### src/rtl/report_arbiter_pkg.sv
// Shared definitions for the report arbiter and the report sender:
// mode codes, line terminator and arbiter state encodings.
package report_arbiter_pkg;

    localparam logic [1:0] MODE_TIME  = 2'd0;
    localparam logic [1:0] MODE_STATE = 2'd1;
    localparam logic [1:0] MODE_SR04  = 2'd2;
    localparam logic [1:0] MODE_DHT11 = 2'd3;

    localparam logic [7:0] ASCII_LF = 8'h0A;

    localparam logic [1:0] ST_IDLE      = 2'd0;
    localparam logic [1:0] ST_WAIT_DONE = 2'd1;
    localparam logic [1:0] ST_GAP       = 2'd2;

    typedef struct packed {
        logic [1:0]  mode;
        logic [31:0] data;
    } grant_t;

    function automatic logic [1:0] rr_next(input logic [1:0] idx);
        return idx + 2'd1;
    endfunction

endpackage

### src/rtl/report_arbiter_rr_pick4.sv
// Combinational 4-way round-robin picker: first set bit of pending_i
// searching ptr_i, ptr_i+1, ... modulo 4.
module rr_pick4 (
    input  logic [3:0] pending_i,
    input  logic [1:0] ptr_i,
    output logic       valid_o,
    output logic [1:0] idx_o
);

    logic [1:0] cand;

    always_comb begin
        valid_o = 1'b0;
        idx_o   = ptr_i;
        cand    = ptr_i;
        // Walk from the farthest offset down so the nearest hit is the last write.
        for (int i = 3; i >= 0; i--) begin
            cand = ptr_i + 2'(i);
            if (pending_i[cand]) begin
                valid_o = 1'b1;
                idx_o   = cand;
            end
        end
    end

endmodule

### src/rtl/report_arbiter.sv
// Round-robin arbiter that latches per-source report requests and hands one
// report at a time to the sender, waiting for its LF or a watchdog timeout.
//
// state      | meaning
// IDLE       | no report in flight; grants when enabled and requests pending
// WAIT_DONE  | report granted; waiting for LF byte from sender or timeout
// GAP        | enforced idle spacing of GAP_CYC cycles before next grant
module report_arbiter
    import report_arbiter_pkg::*;
#(
    parameter int unsigned TIMEOUT_CYC = 2_000_000,
    parameter int unsigned GAP_CYC     = 4
) (
    input  logic        iClk,
    input  logic        iRstn,
    input  logic        i_en,
    input  logic [3:0]  i_req,
    input  logic [31:0] i_time_data,
    input  logic [31:0] i_state_data,
    input  logic [31:0] i_sr04_data,
    input  logic [31:0] i_dht_data,
    input  logic        i_tx_valid,
    input  logic [7:0]  i_tx_data,
    input  logic        i_clr_drop,
    output logic [1:0]  o_c_mode,
    output logic        o_start,
    output logic [31:0] o_dec_data,
    output logic        o_busy,
    output logic [3:0]  o_pending,
    output logic [3:0]  o_drop,
    output logic        o_timeout
);

    localparam logic [31:0] TO_LAST  = 32'(TIMEOUT_CYC - 1);
    localparam logic [31:0] GAP_LAST = 32'(GAP_CYC - 1);

    logic [1:0]  state_q, state_d;
    logic [1:0]  ptr_q, ptr_d;
    logic [3:0]  pending_q, pending_d;
    logic [3:0]  drop_q, drop_d;
    logic [31:0] cnt_q, cnt_d;
    logic        start_q, start_d;
    logic        timeout_q, timeout_d;
    grant_t      grant_q, grant_d;

    logic        pick_valid;
    logic [1:0]  pick_idx;
    logic        grant;
    logic [3:0]  clr_mask;
    logic        lf_seen;
    logic [31:0] payload;

    rr_pick4 u_pick (
        .pending_i (pending_q),
        .ptr_i     (ptr_q),
        .valid_o   (pick_valid),
        .idx_o     (pick_idx)
    );

    assign grant    = (state_q == ST_IDLE) && i_en && pick_valid;
    assign clr_mask = grant ? (4'b0001 << pick_idx) : 4'b0000;
    assign lf_seen  = i_tx_valid && (i_tx_data == ASCII_LF);

    always_comb begin
        payload = i_time_data;
        case (pick_idx)
            MODE_TIME:  payload = i_time_data;
            MODE_STATE: payload = i_state_data;
            MODE_SR04:  payload = i_sr04_data;
            MODE_DHT11: payload = i_dht_data;
            default:    payload = i_time_data;
        endcase
    end

    always_comb begin
        state_d   = state_q;
        ptr_d     = ptr_q;
        cnt_d     = cnt_q;
        start_d   = 1'b0;
        timeout_d = 1'b0;
        grant_d   = grant_q;
        // New requests win over a same-cycle grant clear or drop clear.
        pending_d = (pending_q & ~clr_mask) | i_req;
        drop_d    = (i_clr_drop ? 4'b0000 : drop_q) | (i_req & pending_q & ~clr_mask);

        case (state_q)
            ST_IDLE: begin
                if (grant) begin
                    state_d      = ST_WAIT_DONE;
                    ptr_d        = rr_next(pick_idx);
                    start_d      = 1'b1;
                    grant_d.mode = pick_idx;
                    grant_d.data = payload;
                    cnt_d        = TO_LAST;
                end
            end
            ST_WAIT_DONE: begin
                if (lf_seen) begin
                    state_d = ST_GAP;
                    cnt_d   = GAP_LAST;
                end else if (cnt_q == 32'd0) begin
                    timeout_d = 1'b1;
                    state_d   = ST_GAP;
                    cnt_d     = GAP_LAST;
                end else begin
                    cnt_d = cnt_q - 32'd1;
                end
            end
            ST_GAP: begin
                if (cnt_q == 32'd0) begin
                    state_d = ST_IDLE;
                end else begin
                    cnt_d = cnt_q - 32'd1;
                end
            end
            default: begin
                state_d = ST_IDLE;
                cnt_d   = 32'd0;
            end
        endcase
    end

    always_ff @(posedge iClk or negedge iRstn) begin
        if (!iRstn) begin
            state_q   <= ST_IDLE;
            ptr_q     <= 2'd0;
            pending_q <= 4'b0000;
            drop_q    <= 4'b0000;
            cnt_q     <= 32'd0;
            start_q   <= 1'b0;
            timeout_q <= 1'b0;
            grant_q   <= '0;
        end else begin
            state_q   <= state_d;
            ptr_q     <= ptr_d;
            pending_q <= pending_d;
            drop_q    <= drop_d;
            cnt_q     <= cnt_d;
            start_q   <= start_d;
            timeout_q <= timeout_d;
            grant_q   <= grant_d;
        end
    end

    assign o_c_mode   = grant_q.mode;
    assign o_dec_data = grant_q.data;
    assign o_start    = start_q;
    assign o_busy     = (state_q != ST_IDLE);
    assign o_pending  = pending_q;
    assign o_drop     = drop_q;
    assign o_timeout  = timeout_q;

endmodule

### config.mk
export PLATFORM = sky130hd
export DESIGN_NAME = report_arbiter
export DESIGN_NICKNAME = d
export VERILOG_FILES = /design/src/rtl/report_arbiter_pkg.sv /design/src/rtl/report_arbiter_rr_pick4.sv /design/src/rtl/report_arbiter.sv
export SDC_FILE = /design/constraint.sdc
export NUM_CORES = 1
export LEC_CHECK = 0
export CAP_MARGIN = 20
export CELL_PAD_IN_SITES_DETAIL_PLACEMENT = 0
export CELL_PAD_IN_SITES_GLOBAL_PLACEMENT = 2
export CORE_AREA = 4 4 145 133
export CTS_BUF_LIST = sky130_fd_sc_hd__clkbuf_16
export CTS_CLUSTER_DIAMETER = 120
export CTS_CLUSTER_SIZE = 8
export DETAILED_ROUTE_END_ITERATION = 8
export DIE_AREA = 0 0 149 137
export PLACE_DENSITY = 0.84
export SLEW_MARGIN = 20
export SYNTH_ARGS = -nofsm -noshare
export SYNTH_HDL_FRONTEND = slang
export SYNTH_SLANG_ARGS = --single-unit
### constraint.sdc
create_clock -name iClk -period 6.55 [get_ports iClk]
set_input_delay 0.655 -clock iClk [delete_from_list [all_inputs] [get_ports iClk]]
set_output_delay 0.655 -clock iClk [all_outputs]
set_load 0.005 [all_outputs]
==> metrics.txt <==
status=complete, no violations; post-synthesis adder-cell area fraction=1.920%; Slowest-stage cell, CP=or4_4; placed cell area=0.006624 sq mm; worst r2r src=cnt_q[19]; WL per Instance=17.26 um; CP required=6760 ps; Critical Path Max Stage Delay=570 ps; critical path type=reg -> reg; Post-Synth Simple-Gate Area=20.71%; CP endpoint kind=flip-flop; critical path startpoint=cnt_q[19]; CTS max path bufs=2; largest family of logic cells by synthesized area=compound AO/OA/AOI/OAI gates; num ports=190; crit-path max FO=11; R2R Setup Slk=3220 ps; Syn Inst Count=515; Netlist cell types=65; leakage=0.002840 uW; critical path arrival=3540 ps; synthesis-to-layout area growth=53.14%; top sig layer=met5; multiplexer share of the synthesized area=0%; VDD IR max=0.2257 mV; post-synth top area share=43.90%; Synthesis Warnings=0; clock root buffer=clkbuf_16; final setup fails=0; 1st-iter DRT viols=308; grt ovf=0; Mapped Nets=667; RSZ-0062 raised after global routing=false; post_cts resized=0; final wirelength=16.00 mm; Clk Latency, worst-skew pair=340 ps; largest delay contributor family on the critical path=simple AND/OR/NAND/NOR gates; placed insts=911; Crit path depth=7; via count=4628; Final min period=3325 ps; fin crit share=50.77%; Async SR Flop Fraction=100.0%; largest net degree at the start of global routing=81; Post-Synth XOR/XNOR Area=1.728%; Critical Path, Cell by Cell=or4_4, or4_4, nor4_4, a21oi_1, nor2_1, buf_4, a21oi_1; CTS tree=done; initial antenna violation count=2; PwrDens=393.7 mW/mm^2; vias in the first global route=4650; NumNets Final=834; clock transition at the registers of the reported paths=70 ps; fillers=1803; Met3 Wirelength=1.175 mm; register area share after synthesis=43.90%; H-tree Lvls=3; total CTS buffers=9; mean post-synth cell area=8.856 sq um; fraction of layout cells with a size suffix above 1=6.841%; wire length on met1=6.438 mm; Placeable Area=0.01761 sq mm; final worst slack=3225 ps; DRC viols=0; end of the critical path=cnt_q[13]; Hold Crit Class=in -> async; hold_buf cts=0; endpoints failing hold=0; post-route insts no fill=927; ys flop type=dfrtp_1; Setup Skew=10.46 ps; row count=46; Post-Route Setup TNS=0 ps; Setup WS pre-CTS=3244 ps; r2r endpoint=cnt_q[13]; die width=149 um; ranking of synthesized cells by area=dfrtp_1 (44%), a222oi_1 (7.0%), a21oi_1 (5.8%); crit start category=flip-flop; Pins Over Slew Limit=0; number of synthesized register bits=80; Max Clk Rate=300.7 MHz; Antenna Violating Nets Remaining=0; CTS sink cnt=80; Antenna Diode Count=0; Initial Util=25.90%; TritonRoute pass-1 iters=6; met2 routed WL=8.095 mm; CP bufs+invs=1; RePlAce Congestion=0.7926; post-synthesis compound-gate area fraction=26.97%; port bufs=189; Synth area leader=dfrtp_1; die area=0.02041 sq mm; R2R depth=7; Core Util, Final=39.66%; first-pass GRT wire length=25.01 mm; worst-margin pin slew=996.6 ps; Setup Fix Bufs, Post-CTS=0; DIE HEIGHT=137 um; Tot GR Track Use=15.51%; vias per cell=4.992; Synth Cell Area=0.004561 sq mm; DP HPWL=12.05 mm; slew margin rel.=33.56%; post-route cell area=0.006984 sq mm; Post-synth EDFFs=0; max cap viols=0
[per-stage QoR]
stage          power, uW  hold slack, ps
2_1_floorplan       1625           359.4
3_3_place_gp        2156           463.3
3_5_place_dp        2174           470.1
4_1_cts             2769           483.6
5_1_grt             2964           426.4
6_report            2750           326.3
[layout by cell type (no fill, tap or decap), types with 2 or more instances in the layout]
cell / count
and2_1: 3
or3_1: 5
a21oi_1: 53
inv_1: 15
and3_1: 2
bufinv_16: 3
a211oi_1: 5
a222oi_1: 32
o22ai_1: 4
nor2_1: 62
nor2b_1: 3
xnor2_1: 8
ha_1: 5
clkbuf_16: 9
nand3b_1: 2
nand3_1: 3
clkdlybuf4s50_1: 188
o41ai_1: 3
nand2_1: 52
or4_1: 5
buf_4: 4
nor3b_1: 2
a31oi_1: 2
dfrtp_1: 80
nand2b_1: 3
o31ai_1: 6
a211o_1: 4
or2_2: 10
nor3_1: 10
nor4_1: 4
a2111oi_0: 4
o2bb2ai_1: 3
nand4_1: 2
o21ai_1: 7
o21ai_0: 44
or4_4: 4
[registers in the layout, summed over array words and instances (netlist names)]
register    cells
o_dec_data     32
o_pending       4
cnt_q          32
o_start         1
o_drop          4
state_q         2
o_timeout       1
o_c_mode        2
ptr_q           2
[kinds of logic after synthesis]
group           after synthesis
fa+ha+maj                     7
xor+xnor                      9
compound gates              182
flops                        80
buf+inv                      52
simple gates                185
[layout make-up]
| cell class | count | area, sq um | share of cell area (%) |
|---|---|---|---|
| flip-flops and latches | 80 | 2002 | 28.66 |
| multi-input cells | 383 | 2359 | 33.77 |
| clock inverters | 7 | 118.9 | 1.702 |
| repair buffers | 193 | 1923 | 27.53 |
| inverters | 15 | 56.30 | 0.8062 |
| well taps | 240 | 300.3 | 4.300 |
| clock buffers | 9 | 225.2 | 3.225 |
[layer usage]
layer | up-vias | GRT usage (%)
li1 | 2258 | -
met3 | 24 | 4.305
met4 | 4 | 4.677
met2 | 185 | 26.29
met5 | - | 0
met1 | 2157 | 19.32
[worst min path at each step]
stage / startpoint / end / slack (ps)
finish: iRstn / cnt_q[3] / 330
global route: iRstn / cnt_q[3] / 430
CTS: o_dec_data[31] / o_dec_data[31] / 480
detailed placement: o_dec_data[31] / o_dec_data[31] / 470
global placement: o_dec_data[24] / o_dec_data[24] / 460
floorplan: iRstn / cnt_q[0] / 360
[power breakdown]
group / internal (uW) / switching [uW] / total, uW
sequential: 656 / 131 / 787
combinational: 632 / 747 / 1380
clock: 373 / 211 / 584
total: 1660 / 1090 / 2750
[Yosys cell counts, drive strengths merged (8+ instances only)]
cell type / number
or2: 11
xnor2: 8
inv: 15
a21oi: 53
nand2: 54
a222oi: 32
nor2: 63
clkbuf: 28
o21ai: 53
dfrtp: 80
buf: 9
or4: 10
nor3: 10
(Power assumes the default switching activity.)
